`config.mk`:
```
export PLATFORM = sky130hd
export DESIGN_NAME = svf_ctrl
export DESIGN_NICKNAME = d
export VERILOG_FILES = /design/src/rtl/svf_ctrl_pkg.sv /design/src/rtl/svf_clkdiv.sv /design/src/rtl/svf_ctrl.sv
export SDC_FILE = /design/constraint.sdc
export NUM_CORES = 1
export LEC_CHECK = 0
export BUFFER_PORTS_ARGS = -buffer_cell sky130_fd_sc_hd__buf_2
export CAP_MARGIN = 15
export CORE_AREA = 2 2 70 72
export CTS_BUF_LIST = sky130_fd_sc_hd__clkbuf_4 sky130_fd_sc_hd__clkbuf_8
export CTS_CLUSTER_SIZE = 16
export DETAILED_ROUTE_END_ITERATION = 10
export DIE_AREA = 0 0 72 74
export HOLD_SLACK_MARGIN = 0.15
export PLACE_DENSITY = 0.8
export SYNTH_ARGS = -nofsm -noshare
export SYNTH_HDL_FRONTEND = slang
export SYNTH_SLANG_ARGS = --single-unit
```
`constraint.sdc`:
```
create_clock -name clk -period 5.27 [get_ports clk]
set_clock_uncertainty 0.15 [all_clocks]
set_input_delay 0.527 -clock clk [delete_from_list [all_inputs] [get_ports clk]]
set_output_delay 0.527 -clock clk [all_outputs]
set_load 0.02 [all_outputs]
```
`src/rtl/svf_ctrl_pkg.sv`:
```
// Shared definitions for the SVF control front-end: mode encodings, FSM states
// and the default divider width.
package svf_ctrl_pkg;

    localparam int SVF_DIV_W = 11;

    localparam logic [1:0] SVF_LP  = 2'b00;
    localparam logic [1:0] SVF_BP  = 2'b01;
    localparam logic [1:0] SVF_HP  = 2'b10;
    localparam logic [1:0] SVF_BYP = 2'b11;

    typedef enum logic [1:0] {
        STOP = 2'd0,
        RUN  = 2'd1,
        PEND = 2'd2
    } svf_state_e;

endpackage

```
`src/rtl/svf_clkdiv.sv`:
```
// sc_clk generator: half-period down-counter with toggle and a falling-toggle
// indication; a load forces sc_clk low and restarts the count.
module svf_clkdiv #(
    parameter int DIV_W = 11
) (
    input  logic             clk,
    input  logic             rst_n,
    input  logic             run_i,
    input  logic             load_i,
    input  logic [DIV_W-1:0] load_val_i,
    input  logic [DIV_W-1:0] reload_val_i,
    output logic             sc_clk_o,
    output logic             fall_o
);

    logic [DIV_W-1:0] cnt_q;
    logic             sc_clk_q;

    // High with the counter expired means the next edge is the falling toggle.
    assign fall_o   = run_i && (cnt_q == '0) && sc_clk_q;
    assign sc_clk_o = sc_clk_q;

    // NOTE: sequential state uses non-blocking assignments so every flop samples
    // pre-edge values regardless of statement order.
    always_ff @(posedge clk or negedge rst_n) begin
        if (!rst_n) begin
            cnt_q    <= '0;
            sc_clk_q <= 1'b0;
        end else if (load_i) begin
            cnt_q    <= load_val_i;
            sc_clk_q <= 1'b0;
        end else if (run_i) begin
            if (cnt_q == '0) begin
                sc_clk_q <= ~sc_clk_q;
                cnt_q    <= reload_val_i;
            end else begin
                cnt_q <= cnt_q - DIV_W'(1);
            end
        end else begin
            sc_clk_q <= 1'b0;
        end
    end

endmodule

```
`src/rtl/svf_ctrl.sv`:
```
// SVF macro control front-end: config handshake, safe-phase apply, sc_clk and
// ADC strobe. Optional gradual Q stepping when SVF_CTRL_SOFT_Q_EN is defined.
module svf_ctrl
    import svf_ctrl_pkg::*;
#(
    parameter int DIV_W   = SVF_DIV_W,
    parameter int MIN_DIV = 2
) (
    input  logic             clk,
    input  logic             rst_n,
    input  logic             cfg_valid,
    output logic             cfg_ready,
    input  logic [DIV_W-1:0] cfg_fc,
    input  logic [3:0]       cfg_res,
    input  logic [1:0]       cfg_mode,
    output logic             sc_clk,
    output logic             q0,
    output logic             q1,
    output logic             q2,
    output logic             q3,
    output logic             sel0,
    output logic             sel1,
    output logic             sample_stb,
    output logic             busy
);

    svf_state_e       state_q;
    logic [DIV_W-1:0] div_q;
    logic             pend_q;
    logic [DIV_W-1:0] pend_n_q;
    logic [3:0]       pend_res_q;
    logic [1:0]       pend_mode_q;
    logic [3:0]       q_q;
    logic [1:0]       sel_q;
    logic             ready_q;
    logic             busy_q;
    logic             stb_q;

    logic [DIV_W-1:0] cfg_n_d;
    logic [DIV_W-1:0] load_val_d;
    logic             xfer;
    logic             fall;
    logic             apply_now;

    // NOTE: every always_comb output gets a default first so no latch is inferred.
    always_comb begin
        cfg_n_d = cfg_fc;
        if (cfg_fc != '0 && cfg_fc < DIV_W'(MIN_DIV))
            cfg_n_d = DIV_W'(MIN_DIV);
    end

    assign xfer       = cfg_valid && ready_q;
    assign apply_now  = ((state_q == STOP) && pend_q) || ((state_q == PEND) && fall);
    assign load_val_d = (pend_n_q == '0) ? '0 : pend_n_q - DIV_W'(1);

    svf_clkdiv #(.DIV_W(DIV_W)) u_clkdiv (
        .clk          (clk),
        .rst_n        (rst_n),
        .run_i        (state_q != STOP),
        .load_i       (apply_now),
        .load_val_i   (load_val_d),
        .reload_val_i (div_q - DIV_W'(1)),
        .sc_clk_o     (sc_clk),
        .fall_o       (fall)
    );

`ifdef SVF_CTRL_SOFT_Q_EN
    logic [3:0] target_q;
    logic [3:0] q_step_d;

    always_comb begin
        q_step_d = q_q;
        if (q_q < target_q)
            q_step_d = q_q + 4'd1;
        else if (q_q > target_q)
            q_step_d = q_q - 4'd1;
    end
`endif

    always_ff @(posedge clk or negedge rst_n) begin
        if (!rst_n) begin
            state_q     <= STOP;
            div_q       <= '0;
            pend_q      <= 1'b0;
            pend_n_q    <= '0;
            pend_res_q  <= '0;
            pend_mode_q <= SVF_BYP;
            q_q         <= '0;
            sel_q       <= SVF_BYP;
            ready_q     <= 1'b1;
            busy_q      <= 1'b0;
            stb_q       <= 1'b0;
`ifdef SVF_CTRL_SOFT_Q_EN
            target_q    <= '0;
`endif
        end else begin
            stb_q <= fall;

            if (xfer) begin
                pend_q      <= 1'b1;
                pend_n_q    <= cfg_n_d;
                pend_res_q  <= cfg_res;
                pend_mode_q <= cfg_mode;
                ready_q     <= 1'b0;
                busy_q      <= 1'b1;
            end

            case (state_q)
                STOP:    if (pend_q) state_q <= (pend_n_q != '0) ? RUN : STOP;
                RUN:     if (xfer)   state_q <= PEND;
                PEND:    if (fall)   state_q <= (pend_n_q != '0) ? RUN : STOP;
                default: state_q <= STOP;
            endcase

            // Divider, mode and Q change together, only with sc_clk low.
            if (apply_now) begin
                pend_q <= 1'b0;
                div_q  <= pend_n_q;
                sel_q  <= pend_mode_q;
`ifdef SVF_CTRL_SOFT_Q_EN
                target_q <= pend_res_q;
                if (state_q == STOP || q_q == pend_res_q) begin
                    q_q     <= pend_res_q;
                    ready_q <= 1'b1;
                    busy_q  <= 1'b0;
                end
`else
                q_q     <= pend_res_q;
                ready_q <= 1'b1;
                busy_q  <= 1'b0;
`endif
            end

`ifdef SVF_CTRL_SOFT_Q_EN
            if (state_q == RUN && fall && q_q != target_q) begin
                q_q <= q_step_d;
                if (q_step_d == target_q) begin
                    ready_q <= 1'b1;
                    busy_q  <= 1'b0;
                end
            end
`endif
        end
    end

    assign cfg_ready  = ready_q;
    assign busy       = busy_q;
    assign sample_stb = stb_q;
    assign q0         = q_q[0];
    assign q1         = q_q[1];
    assign q2         = q_q[2];
    assign q3         = q_q[3];
    assign sel0       = sel_q[0];
    assign sel1       = sel_q[1];

endmodule

```
==> results of run 1 <==
-- cells by family (layout without fill, tap and decap cells) --
group	count (synthesis)	count (layout)	synth area share [%]
simple gates	87	87	17.2
compound gates	54	54	13.8
flops	51	51	48.3
mux	33	33	13.8
buf+inv	14	43	2.35
xor+xnor	11	11	3.63
fa+ha+maj	2	2	0.941
-- cell usage in the layout (no fill, tap or decap), types with 2 or more instances in the layout --
cell type,count
nand2_1,21
nor3_1,13
o221ai_1,2
xnor2_1,8
bufinv_16,2
dfstp_2,5
nor4_1,3
o22ai_1,2
clkbuf_8,5
inv_1,4
o31ai_1,2
buf_4,2
nor4b_1,2
nor2_1,24
dfrtp_1,46
o21ai_0,12
ha_1,2
a32o_1,2
a221o_1,2
nand3_1,2
a211oi_1,4
xor2_1,3
buf_2,29
a22o_1,2
or4_1,5
or3_1,5
mux2i_1,3
a21oi_1,13
mux2_2,30
o21a_1,2
-- worst max-delay path: stages, from the launching register on --
cell and delay, ns:
dfrtp_1 0.45, or4_1 0.68, nor3_4 0.63, a21oi_1 0.19
ha_1 0.28, nor4b_1 0.19, o311ai_1 0.17, or4_1 0.19
a32o_1 0.17, nor3_1 0.05, nor3_1 0.19
-- layout make-up --
class	instances	area, um2
Fill cell	365	1620
Multi-Input combinational cell	187	1310
Sequential cell	51	1280
Timing Repair Buffer	31	160
Clock buffer	6	76.3
Tap cell	54	67.6
Clock inverter	2	60.1
Inverter	4	15.0
-- Yosys cell counts (2+ instances only) --
master    number
a211oi_1       4
a21oi_1       13
a221o_1        2
a22o_1         2
a32o_1         2
buf_2          5
clkbuf_1       4
dfrtp_1       46
dfstp_2        5
ha_1           2
inv_1          4
mux2_2        30
mux2i_1        3
nand2_1       21
nand3_1        2
nor2_1        24
nor3_1        13
nor4_1         3
nor4b_1        2
o21a_1         2
o21ai_0       12
o221ai_1       2
o22ai_1        2
o31ai_1        2
or3_1          5
or4_1          5
xnor2_1        8
xor2_1         3
-- worst max-delay path by stage --
stage	from	to	slack (ns)	cells after the start
final	u_clkdiv.cnt_q[5]	u_clkdiv.cnt_q[8]	1.86	10
after global placement	u_clkdiv.cnt_q[5]	u_clkdiv.cnt_q[8]	2.02	10
after floorplan	u_clkdiv.cnt_q[8]	u_clkdiv.cnt_q[8]	2.21	12
after global routing	u_clkdiv.cnt_q[5]	u_clkdiv.cnt_q[8]	1.62	10
after detailed placement	u_clkdiv.cnt_q[5]	u_clkdiv.cnt_q[8]	1.91	10
after CTS	u_clkdiv.cnt_q[5]	u_clkdiv.cnt_q[8]	1.89	10
-- sequential cells by signal (all words and copies together) (netlist names) --
register	flops
busy	1
pend_mode_q	2
sel_q	2
q_q	4
u_clkdiv.cnt_q	11
state_q	2
sample_stb	1
div_q	11
pend_n_q	11
u_clkdiv.sc_clk_o	1
pend_res_q	4
cfg_ready	1
-- routing by layer --
metal | vias up | track usage [%] | part of all wire [%]
li1 | 1000 | - | -
met1 | 1070 | 31.6 | 45
met2 | 73 | 41.4 | 49
met3 | 7 | 4.20 | 4.8
met4 | 0 | 9.43 | 1.3
met5 | - | 0 | 0
-- where the power goes --
part | internal (mW) | switching (mW) | total [mW]
Sequential | 0.602 | 0.219 | 0.822
Combinational | 0.386 | 0.419 | 0.805
Clock | 0.195 | 0.126 | 0.321
Total | 1.18 | 0.764 | 1.95
-- metrics by stage --
stage	hold WS (ns)	instances	setup WS (ns)	power, mW
detailed placement	0.338	327	1.91	1.62
global placement	0.327	327	2.02	1.58
global route	0.238	335	1.62	2.08
floorplan	0.0814	252	2.21	1.40
finish	0.176	335	1.86	1.95
CTS	0.199	335	1.89	1.94
==> metrics, run 1 <==
outcome finished clean; antenna diode count 0; CTS Buffer Depth 2; R2R setup slack 1.86 ns; total routed wirelength 5.90 mm; largest net degree at the start of global routing 52; ranking of synthesized cells by area dfrtp_1, mux2_2, dfstp_2, nor2_1, nand2_1; Root Driver clkbuf_8; die area 5330 um2; Slew @ Worst Pin 0.992 ns; Async S/R FF share, synth 100%; grt total ovfl 0; sum of negative setup slack 0 ns; number of distinct library cells after synthesis 52; post-synthesis cell type with the largest combined area dfrtp_1; Post-DP Area 2840 um2; Worst R2R End u_clkdiv.cnt_q[8]; Num CTS Buffers 5; # H-tree levels 2; Core Area 4600 um2; endpoints failing setup 0; Clock Pin Slew Worst Setup and Hold Paths 0.09 ns; highest clock rate 293 MHz; TritonCTS clock tree yes; RSZ-0062 raised after global routing no; clock sink count 51; sequential fraction of the synthesis area 48.3%; CP Class flip-flop to flip-flop; first-pass GRT wire length 10.0 mm; Tot GR Track Use 24.3%; post-CTS setup buffer count 0; post-route cell area 2970 um2; P_leak 1.23 nW; EDFF count, synth 0; worst r2r path cells 10; FP Rows 25; DIE HEIGHT 74 um; nature of the critical path startpoint flip-flop; Final Cycle Share 64.7%; worst hold path class primary input to async pin; Final Util 64.7%; CTS Hold Buffers Added 0; Syn Area/Cell 10.5 um2; Fin. Hold Viols 0; drt via density 6.42; Worst EP arrival 3.49 ns; ANT nets after route 0; pwr/cell area 655 nW/um2; dominant synthesized flop cell dfrtp_1; WL/cell 17.6 um; Synth Warn # 0; Die Wd 72 um; share of cells above drive strength 1 28.1%; HPWL Detailed 4.26 mm; Port Buffers 29; Max Cap Viol 0; Mapped Area 2660 um2; VDD IR max 0.428 mV; initial antenna violation count 0; crit path capture type flip-flop; DRC errors left 0; Seq cells post-synth 51; fin nets 302; drt pass-1 iters 4; reg2reg start u_clkdiv.cnt_q[5]; CP required 5.34 ns; clock period minus final worst setup slack 3.41 ns; Resized cells post-CTS 0; Starting Density 57.8%; area delta synth->final 11.9%; I/O Pins 30; top cell type's share of synthesized area 43.3%; Slew HR 33.8%; Final GP Congestion 0.904; vias in the first global route 2172; drt initial violations 129; Post-Syn Instances 252; clk_lat worst skew 0.30 ns; vias 2150; Max Slew Vio Count 0; Post-Syn Nets 274; largest fanout on the critical path 18
Power figures use the tool's default switching activity.
==> run 2: changes to the inputs <==
- CORE_AREA: 2 2 70 72 -> 2 2 74 76
- DIE_AREA: 0 0 72 74 -> 0 0 76 78
- PLACE_DENSITY: 0.8 -> 0.75
- clock period: 5.27 -> 2.92 ns (I/O delays scaled with it)
==> metrics, run 2 (synthesis results as in run 1) <==
outcome finished clean (unchanged); Fin. Hold Viols 0 (unchanged); Largest regs div_q (11), pend_n_q (11), u_clkdiv.cnt_q (11) (unchanged); FP Rows 26 (was 25); highest clock rate 358 MHz (was 293 MHz); Root Driver clkbuf_8 (unchanged); Int Power 2.14 mW (was 1.18 mW); Max Slew Vio Count 0 (unchanged); Final Util 65.9% (was 64.7%); Final GP Congestion 0.892 (was 0.904); Slew @ Worst Pin 0.779 ns (was 0.992 ns); Non-Filler Instances 390 (was 335); Clock power frac 11.7% (was 16.5%); antenna diode count 0 (unchanged); Port Buffers 29 (unchanged); fill count 394 (was 365); Tot GR Track Use 23.0% (was 24.3%); clock sink count 51 (unchanged); worst r2r path cells 8 (was 10); nature of the critical path startpoint flip-flop (unchanged); Die Wd 76 um (was 72 um); drt initial violations 256 (was 129); clock period minus final worst setup slack 2.79 ns (was 3.41 ns); placed insts 362 (was 327); Reg power frac 39.4% (was 42.2%); worst-path cell chain or4_1, nor3_4, buf_4, a32o_1, buf_4, nand2_4, o21ai_0, o22a_1 (was or4_1, nor3_4, a21oi_1, ha_1, nor4b_1, o311ai_1, or4_1, a32o_1, nor3_1, nor3_1); WL/cell 17.0 um (was 17.6 um); crit path capture type flip-flop (unchanged); WHS 0.332 ns (was 0.176 ns); Post-DP Area 3010 um2 (was 2840 um2); total routed wirelength 6.62 mm (was 5.90 mm); grt total ovfl 0 (unchanged); largest fanout on the critical path 13 (was 18); share of cells above drive strength 1 31.6% (was 28.1%); Critical Path Most Common Cell buf_4; FF/Latch Area 1280 um2 (unchanged); R2R setup slack 0.13 ns (was 1.86 ns); TritonCTS clock tree yes (unchanged); area delta synth->final 25.0% (was 11.9%); initial antenna violation count 0 (unchanged); Slew HR 48.1% (was 33.8%); Slowest-stage cell, CP or4_1 (unchanged); DRC errors left 0 (unchanged); endpoints failing setup 0 (unchanged); pwr/cell area 1090 nW/um2 (was 655 nW/um2); vias in the first global route 2249 (was 2172); reg2reg start u_clkdiv.cnt_q[0] (was u_clkdiv.cnt_q[5]); Worst EP arrival 2.89 ns (was 3.49 ns); commonest non-fill, non-tap cell in the layout dfrtp_1 (unchanged); combinational power share 48.9% (was 41.3%); die area 5930 um2 (was 5330 um2); Max Cap Viol 0 (unchanged); Sw Ratio 41.0% (was 39.2%); worst hold path class primary input to async pin (unchanged); post-route cell area 3320 um2 (was 2970 um2); DIE HEIGHT 78 um (was 74 um); sum of negative setup slack 0 ns (unchanged); drt pass-1 iters 4 (unchanged); Net Sw Power 1.49 mW (was 764 uW); VDD IR max 0.683 mV (was 0.428 mV); CP required 3.02 ns (was 5.34 ns); Starting Density 52.7% (was 57.8%); pre-CTS setup slack 0.101 ns (was 1.91 ns); multi-input logic area 1330 um2 (was 1310 um2); Final Cycle Share 95.5% (was 64.7%); Core Area 5040 um2 (was 4600 um2); ANT nets after route 0 (unchanged); Num CTS Buffers 5 (unchanged); CP max stage delay 0.59 ns (was 0.68 ns); P_leak 1.39 nW (was 1.23 nW); drt via density 5.68 (was 6.42); CP Class flip-flop to flip-flop (unchanged); largest net degree at the start of global routing 52 (unchanged); CTS Buffer Depth 2 (unchanged); post-route setup slack 0.130 ns (was 1.86 ns); Total Power 3.62 mW (was 1.95 mW); Worst R2R End u_clkdiv.cnt_q[3] (was u_clkdiv.cnt_q[8]); HPWL Detailed 4.49 mm (was 4.26 mm); first-pass GRT wire length 10.8 mm (was 10.0 mm); commonest cells after routing, fill and taps aside dfrtp_1, mux2_2, buf_2 (unchanged); # H-tree levels 2 (unchanged); vias 2214 (was 2150); Clock Pin Slew Worst Setup and Hold Paths 0.09 ns (about the same); clk_lat worst skew 0.31 ns (was 0.30 ns); fin nets 341 (was 302); I/O Pins 30 (unchanged)
-- run 2: final cells by class --
cell class | instances | share of cell area, %
multi-input combinational | 187 | 40.1
sequential | 51 | 38.6
timing repair buffer | 70 | 15.4
tap | 70 | 2.64
clock buffer | 6 | 2.30
clock inverter | 2 | 0.490
inverter | 4 | 0.452
-- run 2: critical path, delay by kind of cell (launching register included) --
family          cells  cell delay [ns]
flops               1             0.43
buf+inv             2             0.45
compound gates      3             0.78
simple gates        3             0.91
-- run 2: how the worst max path moves through the flow --
stage	startpoint	end	slack, ns	cells past startpoint
3_5_place_dp	u_clkdiv.cnt_q[0]	u_clkdiv.cnt_q[8]	0.10	10
3_3_place_gp	u_clkdiv.cnt_q[0]	u_clkdiv.cnt_q[8]	0.19	10
6_report	u_clkdiv.cnt_q[0]	u_clkdiv.cnt_q[3]	0.13	8
5_1_grt	u_clkdiv.cnt_q[0]	u_clkdiv.cnt_q[8]	-0.02	10
4_1_cts	u_clkdiv.cnt_q[0]	u_clkdiv.cnt_q[8]	0.10	10
2_1_floorplan	u_clkdiv.cnt_q[1]	u_clkdiv.cnt_q[8]	0.01	12
-- run 2: what timing repair did --
| action | CTS | global route |
|---|---|---|
| hold buffers | 19 | 0 |
| endpoints found under the setup margin | 0 | 1 |
| endpoints found under the hold margin | 64 | 0 |
| gates resized for setup | 0 | 2 |
| buffers inserted | 0 | 0 |
-- run 2: power groups by stage --
stage / logic, mW / clock network (mW) / registers [mW]
2_1_floorplan: 1.09 / 0 / 1.44
3_3_place_gp: 1.66 / 0 / 1.40
3_5_place_dp: 1.70 / 0 / 1.42
4_1_cts: 1.72 / 0.432 / 1.41
5_1_grt: 1.93 / 0.458 / 1.48
6_report: 1.77 / 0.425 / 1.43
-- run 2: routing by layer --
layer	vias to the layer above	track usage (%)	share of wire [%]
met5	-	0	0
met4	0	7.09	1.2
met3	8	3.02	4.8
met2	62	39.6	50
met1	1079	30.5	44
li1	1065	-	-
==> run 3: changes to the inputs <==
- CORE_AREA: 2 2 74 76 -> 2 2 70 72
- DIE_AREA: 0 0 76 78 -> 0 0 72 74
- PLACE_DENSITY: 0.75 -> 0.8
- clock period: 2.92 -> 3.4 ns (I/O delays scaled with it)
==> metrics, run 3 (synthesis results as in run 1) <==
outcome finished clean (unchanged); Net Sw Power 1.23 mW (was 1.49 mW); post-route cell area 3170 um2 (was 3320 um2); Num CTS Buffers 5 (unchanged); crit path capture type flip-flop (unchanged); Core Area 4600 um2 (was 5040 um2); Worst R2R End u_clkdiv.cnt_q[8] (was u_clkdiv.cnt_q[3]); clock period minus final worst setup slack 3.04 ns (was 2.79 ns); Final GP Congestion 0.956 (was 0.892); Tot GR Track Use 25.0% (was 23.0%); clk_lat worst skew 0.31 ns (about the same); VDD IR max 0.636 mV (was 0.683 mV); Max Cap Viol 0 (unchanged); Sw Ratio 41.6% (was 41.0%); largest net degree at the start of global routing 52 (unchanged); FF/Latch Area 1280 um2 (unchanged); Int Power 1.72 mW (was 2.14 mW); drt initial violations 225 (was 256); Final Cycle Share 89.4% (was 95.5%); Final Util 68.9% (was 65.9%); Reg power frac 43.4% (was 39.4%); total routed wirelength 6.25 mm (was 6.62 mm); grt total ovfl 0 (unchanged); reg2reg start u_clkdiv.cnt_q[5] (was u_clkdiv.cnt_q[0]); worst r2r path cells 10 (was 8); Root Driver clkbuf_8 (unchanged); drt via density 6.15 (was 5.68); pwr/cell area 932 nW/um2 (was 1090 nW/um2); Worst setup endpoint u_clkdiv.cnt_q[8] (was u_clkdiv.cnt_q[3]); ANT nets after route 0 (unchanged); R2R setup slack 0.36 ns (was 0.13 ns); DRC errors left 0 (unchanged); worst-path cell chain or4_1, nor3_4, a21oi_1, ha_1, nor4b_2, o311ai_1, or4_1, a32o_1, nor3_1, nor3_1 (was or4_1, nor3_4, buf_4, a32o_1, buf_4, nand2_4, o21ai_0, o22a_1); Slowest-stage cell, CP dfrtp_1 (was or4_1); Starting Density 57.8% (was 52.7%); CTS Buffer Depth 2 (unchanged); worst hold path class primary input to async pin (unchanged); die area 5330 um2 (was 5930 um2); CP required 3.44 ns (was 3.02 ns); fill count 320 (was 394); commonest cells after routing, fill and taps aside dfrtp_1, mux2_2, buf_2 (unchanged); initial antenna violation count 0 (unchanged); first-pass GRT wire length 10.3 mm (was 10.8 mm); sum of negative setup slack 0 ns (unchanged); Max Slew Vio Count 0 (unchanged); placed insts 330 (was 362); critical path's top delay family simple AND/OR/NAND/NOR gates (unchanged); post-CTS setup buffer count 0 (unchanged); Largest regs div_q (11), pend_n_q (11), u_clkdiv.cnt_q (11) (unchanged); # H-tree levels 2 (unchanged); Clock Pin Slew Worst Setup and Hold Paths 0.11 ns (was 0.09 ns); crit path launch u_clkdiv.cnt_q[5] (was u_clkdiv.cnt_q[0]); fin nets 325 (was 341); Slew @ Worst Pin 0.949 ns (was 0.779 ns); vias in the first global route 2188 (was 2249); endpoints failing setup 0 (unchanged); drt pass-1 iters 4 (unchanged); clock sink count 51 (unchanged); commonest non-fill, non-tap cell in the layout dfrtp_1 (unchanged); highest clock rate 329 MHz (was 358 MHz); FP Rows 25 (was 26); CP Class flip-flop to flip-flop (unchanged); sum of buffers and inverters on the critical path 0 (was 2); CP max stage delay 0.46 ns (was 0.59 ns); I/O Pins 30 (unchanged); Total Power 2.95 mW (was 3.62 mW); Non-Filler Instances 358 (was 390); multi-input logic area 1320 um2 (was 1330 um2); vias 2203 (was 2214); Port Buffers 29 (unchanged); Crit path depth 10 (was 8); Post-DP Area 2860 um2 (was 3010 um2); TritonCTS clock tree yes (unchanged); HPWL Detailed 4.15 mm (was 4.49 mm); nature of the critical path startpoint flip-flop (unchanged); area delta synth->final 19.2% (was 25.0%); P_leak 1.32 nW (was 1.39 nW); RSZ-0062 raised after global routing no; DIE HEIGHT 74 um (was 78 um); largest fanout on the critical path 8 (was 13); combinational power share 44.3% (was 48.9%); Die Wd 72 um (was 76 um); Clock power frac 12.3% (was 11.7%); Worst EP arrival 3.08 ns (was 2.89 ns); WL/cell 17.5 um (was 17.0 um); Slew HR 36.7% (was 48.1%); share of cells above drive strength 1 27.6% (was 31.6%); antenna diode count 0 (unchanged); Fin. Hold Viols 0 (unchanged)
-- run 3: cell count changes in the layout (fill, tap and decap cells not counted) --
cell and change:
buf_4 -16, clkbuf_4 -1, ha_1 +1, inv_6 +1
clkinvlp_4 -1, ha_2 -1, clkinv_2 +1, nor4b_2 +1
nor4b_4 -1
-- run 3: power groups by stage --
stage	clock [mW]	sequential, mW	combinational [mW]
CTS	0.367	1.26	1.28
global placement	0	1.25	1.23
global route	0.390	1.33	1.44
detailed placement	0	1.27	1.26
finish	0.364	1.28	1.31
floorplan	0	1.23	0.936
-- run 3: per-stage QoR --
step	hold WS [ns]	worst slack [ns]
floorplan	-0.106	0.340
global placement	0.328	0.414
detailed placement	0.340	0.250
CTS	0.361	0.234
global route	0.346	0.123
finish	0.311	0.362
-- run 3: worst min path at each step --
stage / from / end / slack, ns
global route: rst_n / busy / 0.35
CTS: cfg_ready / cfg_ready / 0.36
finish: rst_n / busy / 0.31
detailed placement: cfg_ready / cfg_ready / 0.34
floorplan: rst_n / busy / -0.11
global placement: cfg_ready / cfg_ready / 0.33
-- run 3: layer usage --
| metal | track usage [%] | up-vias | wire length [um] |
|---|---|---|---|
| met5 | 0 | - | 0 |
| met3 | 4.74 | 9 | 275 |
| li1 | - | 1041 | - |
| met1 | 33.3 | 1082 | 2790 |
| met4 | 10.3 | 0 | 89 |
| met2 | 41.0 | 71 | 3100 |
-- run 3: what timing repair did --
item | 4_1_cts | 5_1_grt
hold buffers | 19 | 0
hold endpoints to repair | 64 | 0
resized for setup | 0 | 1
endpoints found under the setup margin | 0 | 1
-- run 3: final cells by class --
class	instances	area share, %
clock inverters	3	0.711
repair buffers	54	12.4
multi-input cells	187	41.6
flip-flops and latches	51	40.5
inverters	4	0.474
well taps	54	2.13
clock buffers	5	2.17
-- run 3: worst register-to-register path: stages (launching register included) --
cell and delay, ns:
dfrtp_1 0.46, or4_1 0.28, nor3_4 0.07, a21oi_1 0.19
ha_1 0.28, nor4b_2 0.31, o311ai_1 0.23, or4_1 0.44
a32o_1 0.26, nor3_1 0.18, nor3_1 0.08
